<file path="src/rtl/pc_fetch_sequencer_pkg.sv">
// Shared definitions for the KGP-miniRISC fetch sequencer: state encoding and
// the default reset program counter.
package pc_fetch_sequencer_pkg;

    localparam int STATE_W = 3;

    typedef enum logic [STATE_W-1:0] {
        ST_IDLE   = 3'd0,
        ST_FETCH  = 3'd1,
        ST_ISSUE  = 3'd2,
        ST_HALTED = 3'd3,
        ST_ERROR  = 3'd4
    } state_t;

    localparam logic [31:0] DEFAULT_RESET_PC = 32'h0000_0000;

endpackage

</file>
<file path="src/rtl/pc_fetch_timer.sv">
// Fetch wait counter: counts FETCH cycles without an acknowledge and flags
// the cycle on which the last allowed wait is reached.
module pc_fetch_timer #(
    parameter int MAX_WAIT = 16
) (
    input  logic clk,
    input  logic rst,
    input  logic clear,
    input  logic enable,
    output logic limit
);

    localparam int CNT_W = $clog2(MAX_WAIT);

    logic [CNT_W-1:0] wait_cnt;

    assign limit = (wait_cnt == CNT_W'(MAX_WAIT - 1));

    // Count waiting cycles; clear wins, and the count parks at the limit.
    always_ff @(posedge clk or negedge rst) begin
        // NOTE: sequential state is assigned with <= so every register samples
        // pre-edge values regardless of statement order.
        if (!rst) begin
            wait_cnt <= '0;
        end else if (clear) begin
            wait_cnt <= '0;
        end else if (enable && !limit) begin
            wait_cnt <= wait_cnt + 1'b1;
        end
    end

endmodule

</file>
<file path="src/rtl/pc_fetch_sequencer.sv">
// Program-counter fetch sequencer: fetches at pc over a req/ack memory
// handshake, presents the word to decode with valid/ready, then advances pc
// to pc+1 or a redirect target. Handles stall, halt and fetch timeout.
module pc_fetch_sequencer
    import pc_fetch_sequencer_pkg::*;
#(
    parameter int                ADDR_W   = 32,
    parameter int                DATA_W   = 32,
    parameter logic [ADDR_W-1:0] RESET_PC = ADDR_W'(DEFAULT_RESET_PC),
    parameter int                MAX_WAIT = 16
) (
    input  logic              clk,
    input  logic              rst,
    input  logic              start,
    output logic              imem_req,
    output logic [ADDR_W-1:0] imem_addr,
    input  logic              imem_ack,
    input  logic [DATA_W-1:0] imem_rdata,
    output logic              instr_valid,
    output logic [DATA_W-1:0] instr,
    output logic [ADDR_W-1:0] instr_pc,
    input  logic              instr_ready,
    input  logic              stall,
    input  logic              redirect_valid,
    input  logic [ADDR_W-1:0] redirect_pc,
    input  logic              halt,
    output logic [ADDR_W-1:0] pc,
    output logic              halted,
    output logic              fetch_err
);

    state_t            state;
    logic              accept;
    logic              in_fetch;
    logic              wait_limit;
    logic [ADDR_W-1:0] next_pc;

    assign in_fetch  = (state == ST_FETCH);
    assign accept    = (state == ST_ISSUE) && instr_valid && instr_ready && !stall;
    assign next_pc   = redirect_valid ? redirect_pc : pc + ADDR_W'(1);
    assign imem_addr = pc;

    // The counter restarts whenever FETCH is left or answered, so every
    // fetch gets the full MAX_WAIT budget.
    pc_fetch_timer #(
        .MAX_WAIT (MAX_WAIT)
    ) u_timer (
        .clk    (clk),
        .rst    (rst),
        .clear  (!in_fetch || imem_ack),
        .enable (in_fetch),
        .limit  (wait_limit)
    );

    // Sequencer FSM with registered handshake and status outputs.
    always_ff @(posedge clk or negedge rst) begin
        if (!rst) begin
            state       <= ST_IDLE;
            pc          <= RESET_PC;
            imem_req    <= 1'b0;
            instr_valid <= 1'b0;
            instr       <= '0;
            instr_pc    <= '0;
            halted      <= 1'b0;
            fetch_err   <= 1'b0;
        end else begin
            case (state)
                ST_IDLE: begin
                    if (start) begin
                        state    <= ST_FETCH;
                        imem_req <= 1'b1;
                    end
                end
                ST_FETCH: begin
                    // An ack on the last allowed cycle still completes the fetch.
                    if (imem_ack) begin
                        instr       <= imem_rdata;
                        instr_pc    <= pc;
                        instr_valid <= 1'b1;
                        imem_req    <= 1'b0;
                        state       <= ST_ISSUE;
                    end else if (wait_limit) begin
                        imem_req  <= 1'b0;
                        fetch_err <= 1'b1;
                        state     <= ST_ERROR;
                    end
                end
                ST_ISSUE: begin
                    if (accept) begin
                        pc          <= next_pc;
                        instr_valid <= 1'b0;
                        if (halt) begin
                            halted <= 1'b1;
                            state  <= ST_HALTED;
                        end else begin
                            imem_req <= 1'b1;
                            state    <= ST_FETCH;
                        end
                    end
                end
                ST_HALTED, ST_ERROR: begin
                    state <= state;
                end
                default: begin
                    state <= ST_IDLE;
                end
            endcase
        end
    end

endmodule

</file>
<file path="config.mk">
export PLATFORM = sky130hd
export DESIGN_NAME = pc_fetch_sequencer
export DESIGN_NICKNAME = d
export VERILOG_FILES = /design/src/rtl/pc_fetch_sequencer_pkg.sv /design/src/rtl/pc_fetch_timer.sv /design/src/rtl/pc_fetch_sequencer.sv
export SDC_FILE = /design/constraint.sdc
export NUM_CORES = 1
export LEC_CHECK = 0
export CORE_UTILIZATION = 48
export DETAILED_ROUTE_END_ITERATION = 8
export PLACE_DENSITY = 0.87
export SLEW_MARGIN = 20
export SYNTH_ARGS = -nofsm -noshare
export SYNTH_HDL_FRONTEND = slang
export SYNTH_SLANG_ARGS = --single-unit
</file>
<file path="constraint.sdc">
create_clock -name clk -period 4.9 [get_ports clk]
set_input_delay 0.49 -clock clk [delete_from_list [all_inputs] [get_ports clk]]
set_output_delay 0.49 -clock clk [all_outputs]
set_load 0.02 [all_outputs]
</file>
# Word level (Yosys, flattened, before mapping)
# Cells that the tools add are included.
# totals
wordCells,61
reg_bits,107
inputBits,72
# op_classes
reduce_logical,20
n_eq_ne,10
n_addsub,2
bitwise,2
mux,18
# op_table
cell,n
adder 32 x 1 -> 32 bit (second input constant),1
two-way mux 32 bit,1
two-way mux 3 bit,4
one-hot mux 3 bit (4 select lines),1
AND reduction 3 bit,3
two-way mux 4 bit,2
!= test 2 bit (second input constant),4
two-way mux 1 bit,7
== test 3 x 2 -> 1 bit (second input constant),2
AND reduction 5 bit,1
adder 4 x 1 -> 4 bit (second input constant),1
== test 4 bit (second input constant),1
logical AND 1 bit,4
AND reduction 2 bit,2
AND reduction 4 bit,1
nonzero test 2 bit,2
== test 3 x 1 -> 1 bit (second input constant),1
== test 3 bit (second input constant),1
zero test 1 bit,3
zero test 3 bit,1
!= test 3 x 2 -> 1 bit (second input constant),1
one-hot mux 1 bit (3 select lines),1
nonzero test 3 bit,1
two-way mux 2 bit,1
other kinds (4),5

# Depth between registers and ports, before layout
# Gate-level depths: netlist of run 1.
# depth
depth_word,6
depth_mapped,8

# Modules after synthesis
# From an unflattened synthesis of run 1, not the netlist that was laid out.
# unflattened
hier_cells,480
area_unflattened_um2,5271.3
# by_module_without_submodules
mod,n_inst,cells_each,area_each_um2,seq_area_each_um2
pc_fetch_sequencer,1,460,5042.3,2577.5
pc_fetch_timer,1,20,229.0,100.1

# Least setup slack after synthesis of run 1
# No wires, ideal clock.
# synth_timing
path_type,reg2reg
startpoint,"register pc[0], in the netlist imem_addr[0]"
endpoint,"register pc[30], in the netlist imem_addr[30]"
setup_ps,99
required_ps,4801
path_stages_with_launch,7
slack_ps,2787
t_arrival_ps,2014
path_cell_list,dfrtp_1 ha_1 nand4_4 nor4_4 nand2_2 o31a_1 a311oi_1
# synth_via
elab_chain_len,2
# synth_lines
item,line_no,text
from (decl),pc_fetch_sequencer.sv:27,"output logic [ADDR_W-1:0] pc,"
from (signal assigned),pc_fetch_sequencer.sv:90,pc <= next_pc;
adder 32 x 1 -> 32 bit,pc_fetch_sequencer.sv:40,assign next_pc = redirect_valid ? redirect_pc : pc + ADDR_W'(1);
two-way mux 32 bit,pc_fetch_sequencer.sv:40,
# No other way between the ends.
# A chain may end at the register's enable or synchronous reset.

# Final worst setup path of run 1
# layout_timing
startpoint,register state[0]
endpoint,"register pc[30], in the netlist imem_addr[30]"
# layout_via
elab_chain_len,5
# layout_lines
item,line_no,text
from (decl),pc_fetch_sequencer.sv:32,state_t state;
from (signal assigned),pc_fetch_sequencer.sv:102,state <= state;
== test 3 x 2 -> 1 bit *,"pc_fetch_sequencer.sv:39, pc_fetch_sequencer.sv:67",
logical AND 1 bit (3 in a row),pc_fetch_sequencer.sv:39,assign accept = (state == ST_ISSUE) && instr_valid && instr_ready && !stall;
AND reduction 2 bit (no source line) *,--,
# Mark *: on every way between the ends. The rest lies on a longest branch, timed or not.

==> results of run 1 <==
==> power by group <==
group          internal, uW  leakage, uW  switching, uW
Sequential             1220      0.00133            322
Combinational          1060      0.00159            949
Clock                   307     0.000113            315
Total                  2590      0.00303           1580
==> state kept, by name (all words and copies together) (netlist names) <==
| signal | count |
|---|---|
| fetch_err | 1 |
| halted | 1 |
| imem_addr | 32 |
| imem_req | 1 |
| instr | 32 |
| instr_pc | 32 |
| instr_valid | 1 |
| state | 3 |
| u_timer.wait_cnt | 4 |
==> worst max-delay path: stages (launching register included) <==
cell                       delay (ps)
sky130_fd_sc_hd__dfrtp_1          490
sky130_fd_sc_hd__nor4bb_1         380
sky130_fd_sc_hd__and3b_1          950
sky130_fd_sc_hd__a21oi_1          160
sky130_fd_sc_hd__o31a_1           150
sky130_fd_sc_hd__a311oi_1         240
==> cell families after synthesis <==
group / count (synthesis) / synth area share [%]
AOI/OAI and AO/OA: 98 / 12.15
xor gates and xnor gates: 2 / 0.3317
adders and majority gates: 2 / 0.4737
buffers and inverters: 72 / 7.605
DFF: 107 / 50.70
muxes: 68 / 14.40
and+or+nand+nor: 137 / 14.33
==> metrics by stage <==
step / std cells / worst slack, ps / util (%) / power [uW]
after CTS: 781 / 2438 / 70.07 / 4203
after global placement: 765 / 2157 / 67.87 / 3507
after global routing: 781 / 2226 / 70.07 / 4392
after detailed placement: 765 / 2088 / 67.87 / 3579
final: 781 / 2416 / 70.07 / 4174
after floorplan: 486 / 2787 / - / 2642
==> routing by layer <==
metal	routed length, um	vias up	track usage, %
li1	-	2045	-
met1	5472	2194	31.81
met2	7040	187	42.07
met3	948	23	4.559
met4	254	0	7.730
met5	0	-	0
==> cells in the final DEF (no fill, tap or decap), types with 4 or more instances in the layout <==
cell type	instances
sky130_fd_sc_hd__inv_1	9
sky130_fd_sc_hd__nand3_1	20
sky130_fd_sc_hd__a2bb2oi_1	4
sky130_fd_sc_hd__o21ai_0	19
sky130_fd_sc_hd__a21oi_1	32
sky130_fd_sc_hd__mux2_2	64
sky130_fd_sc_hd__a22oi_1	4
sky130_fd_sc_hd__nor2_1	33
sky130_fd_sc_hd__and3_1	7
sky130_fd_sc_hd__clkbuf_8	10
sky130_fd_sc_hd__nand2b_1	4
sky130_fd_sc_hd__nand4_1	8
sky130_fd_sc_hd__nor4_1	4
sky130_fd_sc_hd__a31oi_1	4
sky130_fd_sc_hd__o22a_1	7
sky130_fd_sc_hd__buf_4	4
sky130_fd_sc_hd__nor3_1	12
sky130_fd_sc_hd__mux2i_1	4
sky130_fd_sc_hd__and4_1	5
sky130_fd_sc_hd__clkdlybuf4s50_1	201
sky130_fd_sc_hd__nand2_1	23
sky130_fd_sc_hd__dfrtp_1	107
==> worst min-delay path by stage <==
stage / from / to / slack, ps / depth (start not counted)
after floorplan: rst / fetch_err$_DFFE_PN0P_ / 190 / 0
final: rst / instr_pc[5]$_DFFE_PN0P_ / 210 / 1
after global placement: halted$_DFFE_PN0P_ / halted$_DFFE_PN0P_ / 440 / 1
after CTS: rst / instr_pc[5]$_DFFE_PN0P_ / 240 / 1
after global routing: rst / instr_pc[5]$_DFFE_PN0P_ / 280 / 1
after detailed placement: halted$_DFFE_PN0P_ / halted$_DFFE_PN0P_ / 470 / 1
==> area by class of cell <==
| cell class | instances | share of cell area, % |
|---|---|---|
| clock buffer | 10 | 1.869 |
| tap | 136 | 2.311 |
| multi-input combinational | 307 | 29.92 |
| inverter | 9 | 0.4588 |
| sequential | 107 | 36.36 |
| timing repair buffer | 206 | 27.80 |
| clock inverter | 6 | 1.274 |
==> flow_metrics.py, run 1 <==
metrics = {
    "synth": {
        "synth_edf_count": 0,
        "synth_area_leader_cell": "sky130_fd_sc_hd__dfrtp_1",
        "seq_area_frac_synth_pct": 50.70,
        "postSynthNetCount": 560,
        "synth.cells.most_frequent": "sky130_fd_sc_hd__dfrtp_1 (107), sky130_fd_sc_hd__mux2_2 (64), sky130_fd_sc_hd__nor2_1 (33), sky130_fd_sc_hd__a21oi_1 (32), sky130_fd_sc_hd__buf_4 (32)",
        "postSynthAreaPerCell_um2": 10.87,
        "synth_ff_type": "sky130_fd_sc_hd__dfrtp_1",
        "yosysUniqueCellTypes": 56,
        "yosys_register_bits": 107,
        "yosys.cell_count.top_type": "sky130_fd_sc_hd__dfrtp_1",
        "postSynth.asyncResetShare_pct": 100.0,
        "post_synthesis_cell_count": 486,
        "yosysWarningCount": 0,
        "mappedNetlistArea_um2": 5281,
        "synth.area.top_cells": "sky130_fd_sc_hd__dfrtp_1 (51%), sky130_fd_sc_hd__mux2_2 (14%), sky130_fd_sc_hd__buf_4 (4.5%)",
        "post-synth-top-area-fraction_pct": 50.70,
    },
    "routing": {
        "wl_per_cell_um": 17.56,
        "via_count": 4449,
        "route.detailed.vias_per_inst": 5.697,
        "detailedRoute.firstPassIterationCount": 4,
        "detail_route.drc_violations": 0,
        "routed_wl_um": 13720,
        "dr.first_iter.drc_count": 247,
        "final_antenna_net_count": 0,
    },
    "status": {
        "outcome": "complete, no violations",
    },
    "die": {
        "rows": 37,
        "dieArea_um2": 11430,
        "core_um2": 10510,
        "die_w_um": 106.9,
        "ioPinCount": 204,
        "initial_utilization_pct": 50.26,
        "die_h_um": 106.9,
    },
    "placed_design": {
        "placedInstanceArea_um2": 7132,
        "post_detailed_placement_half_perimeter_wirelength_um": 9789,
        "port_buffers": 203,
        "routabilityCongestion": 0.8185,
    },
    "timing": {
        "grt_setup_unrepaired": "false",
        "count_of_endpoints_failing_setup_in_the_final_report": 0,
        "min_period_ps": 2484,
        "final_min_period_over_clock_period_pct": 50.70,
        "whs_ps": 206.1,
        "tns_ps": 0,
        "finalClockSkew_ps": 13.54,
        "max_clock_freq_mhz": 402.5,
        "report.final.slew_viol_count": 0,
        "finalHoldViolations": 0,
        "max_slew_headroom_at_the_worst_pin_pct": 26.61,
        "worst-slew-pin-transition_ps": 1101,
    },
    "worst_setup_path": {
        "timing.critical_path.arrival_ps": 2750,
        "worstPathRequired_ps": 5160,
        "worst_r2r_dst": "imem_addr[30]$_DFFE_PN0P_",
        "cp_max_fo": 30,
        "crit_start": "state[0]$_DFFE_PN0P_",
        "worst_setup_endpoint": "imem_addr[30]$_DFFE_PN0P_",
        "r2r_start": "state[0]$_DFFE_PN0P_",
        "worst_r2r_path_depth": 5,
        "r2r_slack_ps": 2420,
        "setup.worst_path.start_class": "flop",
        "end_kind": "flop",
        "criticalPathCategory": "flop to flop",
    },
    "global_routing": {
        "grt_max_degree": 69,
        "grt_antenna_before_repair": 0,
        "grt_pass1_wl_um": 22310,
        "grt.overflow.total": 0,
        "grt_pass1_vias": 4438,
        "track_usage_pct": 24.66,
    },
    "finish": {
        "fill_cells": 763,
        "layout-area-overhead-vs-synth_pct": 39.42,
        "num-nets-final": 714,
        "multi_input_comb_area_um2": 2203,
        "antenna_cells_inserted": 0,
        "post_route_cells_drive_above_1_share_pct": 14.11,
        "area.sequential_um2": 2678,
        "fin_area_um2": 7363,
    },
    "clock_tree": {
        "cts_num_sinks": 107,
        "worst_setup_hold_path_clk_slew_ps": 110,
        "clock_tree_from_tritoncts": "done",
        "postCtsHoldBufs": 0,
        "cts_htree_levels": 3,
        "tritoncts.num_buffers": 9,
        "cts_root_buf": "sky130_fd_sc_hd__clkbuf_8",
        "cts_setup_buffers": 0,
        "cts_resized": 0,
        "clkLatencyLatePin_ps": 370,
        "cts-root-to-sink-buffers": 2,
    },
    "power": {
        "power.ir.vdd_worst_v": 0.0003034,
        "power_leakage_uw": 0.003025,
        "pwr_density_cell_nw_per_um2": 566.9,
    },
    "run": {
        "cap_viol_max_count": 0,
    },
    "hold_path": {
        "hold_class": "input pin to async pin",
    },
}
Power figures use the tool's default switching activity.
==> run 2, diff against run 1 <==
--- a/config.mk
+++ b/config.mk
@@ -5,9 +5,9 @@
 export SDC_FILE = /design/constraint.sdc
 export NUM_CORES = 1
 export LEC_CHECK = 0
-export CORE_UTILIZATION = 48
+export CORE_UTILIZATION = 40
 export DETAILED_ROUTE_END_ITERATION = 8
-export PLACE_DENSITY = 0.87
+export PLACE_DENSITY = 0.77
 export SLEW_MARGIN = 20
 export SYNTH_ARGS = -nofsm -noshare
 export SYNTH_HDL_FRONTEND = slang
==> constraint.sdc (replaced) <==
create_clock -name clk -period 2.2 [get_ports clk]
set_input_delay 0.22 -clock clk [delete_from_list [all_inputs] [get_ports clk]]
set_output_delay 0.22 -clock clk [all_outputs]
set_load 0.02 [all_outputs]
==> flow_metrics.py, run 2 (same netlist as run 1, synthesis figures left out) <==
metrics = {
    "routing": {
        "dr.first_iter.drc_count": 266,
        "final_antenna_net_count": 0,
        "wl_per_cell_um": 17.47,
        "routed_wl_um": 14670,
        "detailedRoute.firstPassIterationCount": 5,
        "route.detailed.vias_per_inst": 5.414,
        "via_count": 4548,
        "detail_route.drc_violations": 0,
    },
    "timing": {
        "final_min_period_over_clock_period_pct": 88.83,
        "grt_setup_unrepaired": "false",
        "max_clock_freq_mhz": 511.7,
        "min_period_ps": 1954,
        "max_slew_headroom_at_the_worst_pin_pct": 59.90,
        "tns_ps": 0,
        "report.final.slew_viol_count": 0,
        "count_of_endpoints_failing_setup_in_the_final_report": 0,
        "finalHoldViolations": 0,
        "finalClockSkew_ps": 4.211,
        "worst_slack_ps": 245.8,
        "worst-slew-pin-transition_ps": 596.9,
    },
    "worst_setup_path": {
        "timing.critical_path.arrival_ps": 2190,
        "cp_cell_sequence": "nand3_1 -> nor4_4 -> and3_1 -> a21oi_1 -> o22a_1",
        "end_kind": "flop",
        "r2r_slack_ps": 250,
        "path_delay_family": "simple AND/OR/NAND/NOR gates",
        "worst_r2r_path_depth": 5,
        "worst_r2r_dst": "imem_addr[19]$_DFFE_PN0P_",
        "cpMaxStageDelayCell": "sky130_fd_sc_hd__nor4_4",
        "cp_max_fo": 8,
        "setup.worst_path.start_class": "flop",
        "criticalPathCategory": "flop to flop",
        "worstPathRequired_ps": 2430,
        "r2r_start": "imem_addr[4]$_DFFE_PN0P_",
        "cp.buffers_inverters": 0,
        "critical-path-max-stage-delay_ps": 560,
    },
    "global_routing": {
        "grt_max_degree": 65,
        "grt_pass1_vias": 4473,
        "grt_antenna_before_repair": 0,
        "grt_pass1_wl_um": 22850,
        "track_usage_pct": 21.86,
        "grt.overflow.total": 0,
    },
    "clock_tree": {
        "worst_setup_hold_path_clk_slew_ps": 70,
        "cts_htree_levels": 3,
        "cts_resized": 0,
        "cts_root_buf": "sky130_fd_sc_hd__clkbuf_16",
        "clkLatencyLatePin_ps": 350,
        "tritoncts.num_buffers": 9,
        "cts_setup_buffers": 0,
        "cts-root-to-sink-buffers": 2,
        "postCtsHoldBufs": 1,
        "cts_num_sinks": 107,
        "clock_tree_from_tritoncts": "done",
    },
    "hold_path": {
        "worstHoldPathCells": 3,
        "whs_endpoint": "imem_addr[10]$_DFFE_PN0P_",
        "hp-start": "redirect_valid",
        "hold_class": "input pin to flop",
    },
    "power": {
        "report.power.total_uw": 9735,
        "pwr_density_cell_nw_per_um2": 1261,
        "power.ir.vdd_worst_v": 0.0005776,
        "power_leakage_uw": 0.003200,
    },
    "finish": {
        "layout-area-overhead-vs-synth_pct": 46.13,
        "layout.cells.most_common_list": "sky130_fd_sc_hd__clkdlybuf4s50_1 (201), sky130_fd_sc_hd__dfrtp_1 (107), sky130_fd_sc_hd__mux2_2 (64)",
        "antenna_cells_inserted": 0,
        "leading_cell_type_in_the_layout_fill_and_taps_excluded": "sky130_fd_sc_hd__clkdlybuf4s50_1",
        "post_route_cells_drive_above_1_share_pct": 16.62,
        "num-nets-final": 738,
    },
    "status": {
        "outcome": "complete, no violations",
    },
    "placed_design": {
        "post_detailed_placement_half_perimeter_wirelength_um": 10710,
        "routabilityCongestion": 0.8298,
        "detailedPlace.worstSlack_ps": 266.0,
        "port_buffers": 203,
    },
    "die": {
        "core_um2": 12720,
        "die_h_um": 116.9,
        "die_w_um": 116.9,
        "ioPinCount": 204,
        "initial_utilization_pct": 41.51,
        "rows": 41,
        "dieArea_um2": 13670,
    },
    "run": {
        "cap_viol_max_count": 0,
    },
}
[run 2: worst max-delay path by stage]
stage / start / end / slack, ps / cells past startpoint
after floorplan: imem_addr[0]$_DFFE_PN0P_ / imem_addr[30]$_DFFE_PN0P_ / 90 / 6
after global placement: imem_addr[4]$_DFFE_PN0P_ / imem_addr[19]$_DFFE_PN0P_ / 330 / 5
after detailed placement: imem_addr[4]$_DFFE_PN0P_ / imem_addr[25]$_DFFE_PN0P_ / 270 / 5
after CTS: imem_addr[4]$_DFFE_PN0P_ / imem_addr[19]$_DFFE_PN0P_ / 220 / 5
after global routing: imem_addr[4]$_DFFE_PN0P_ / imem_addr[27]$_DFFE_PN0P_ / 60 / 5
final: imem_addr[4]$_DFFE_PN0P_ / imem_addr[19]$_DFFE_PN0P_ / 250 / 5
[run 2: stage by stage]
stage          cell area (um2)  cells  hold WS (ps)  utilization, %
2_1_floorplan             5281    486        -75.59               -
3_3_place_gp              7412    824         200.9           58.26
3_5_place_dp              7412    824         205.8           58.26
4_1_cts                   7717    840         336.6           60.66
5_1_grt                   7717    840         381.6           60.66
6_report                  7717    840         361.5           60.66
[run 2: area by class of cell]
| type | count | area [um2] |
|---|---|---|
| fillers | 1069 | 5005 |
| repair buffers | 230 | 2292 |
| clock inverters | 2 | 35.03 |
| well taps | 172 | 215.2 |
| flip-flops and latches | 107 | 2678 |
| clock buffers | 13 | 260.3 |
| inverters | 9 | 33.78 |
| multi-input cells | 307 | 2203 |
[run 2: tightest hold or removal path: stages]
cell	delay [ps]
sky130_fd_sc_hd__buf_2	170
sky130_fd_sc_hd__a22oi_1	170
sky130_fd_sc_hd__o21ai_0	100
[run 2: per-layer routing]
metal | vias up | track usage (%) | routed length (um)
met3 | 22 | 5.407 | 884
met1 | 2257 | 28.14 | 6223
met4 | 0 | 8.523 | 230
li1 | 2095 | - | -
met2 | 174 | 35.58 | 7335
met5 | - | 0 | 0
[run 2: report_power, final]
group / switching (uW) / total, uW / internal (uW)
Clock: 687 / 1620 / 938
Sequential: 628 / 3360 / 2730
Combinational: 2270 / 4760 / 2490
Total: 3580 / 9740 / 6160
==> run 3, diff against run 2 <==
--- a/config.mk
+++ b/config.mk
@@ -6,6 +6,7 @@
 export NUM_CORES = 1
 export LEC_CHECK = 0
 export CORE_UTILIZATION = 40
+export CTS_CLUSTER_DIAMETER = 150
 export DETAILED_ROUTE_END_ITERATION = 8
 export PLACE_DENSITY = 0.77
 export SLEW_MARGIN = 20
==> results of run 3 <==
Final layout, timing and power as in run 2 (identical DEF).
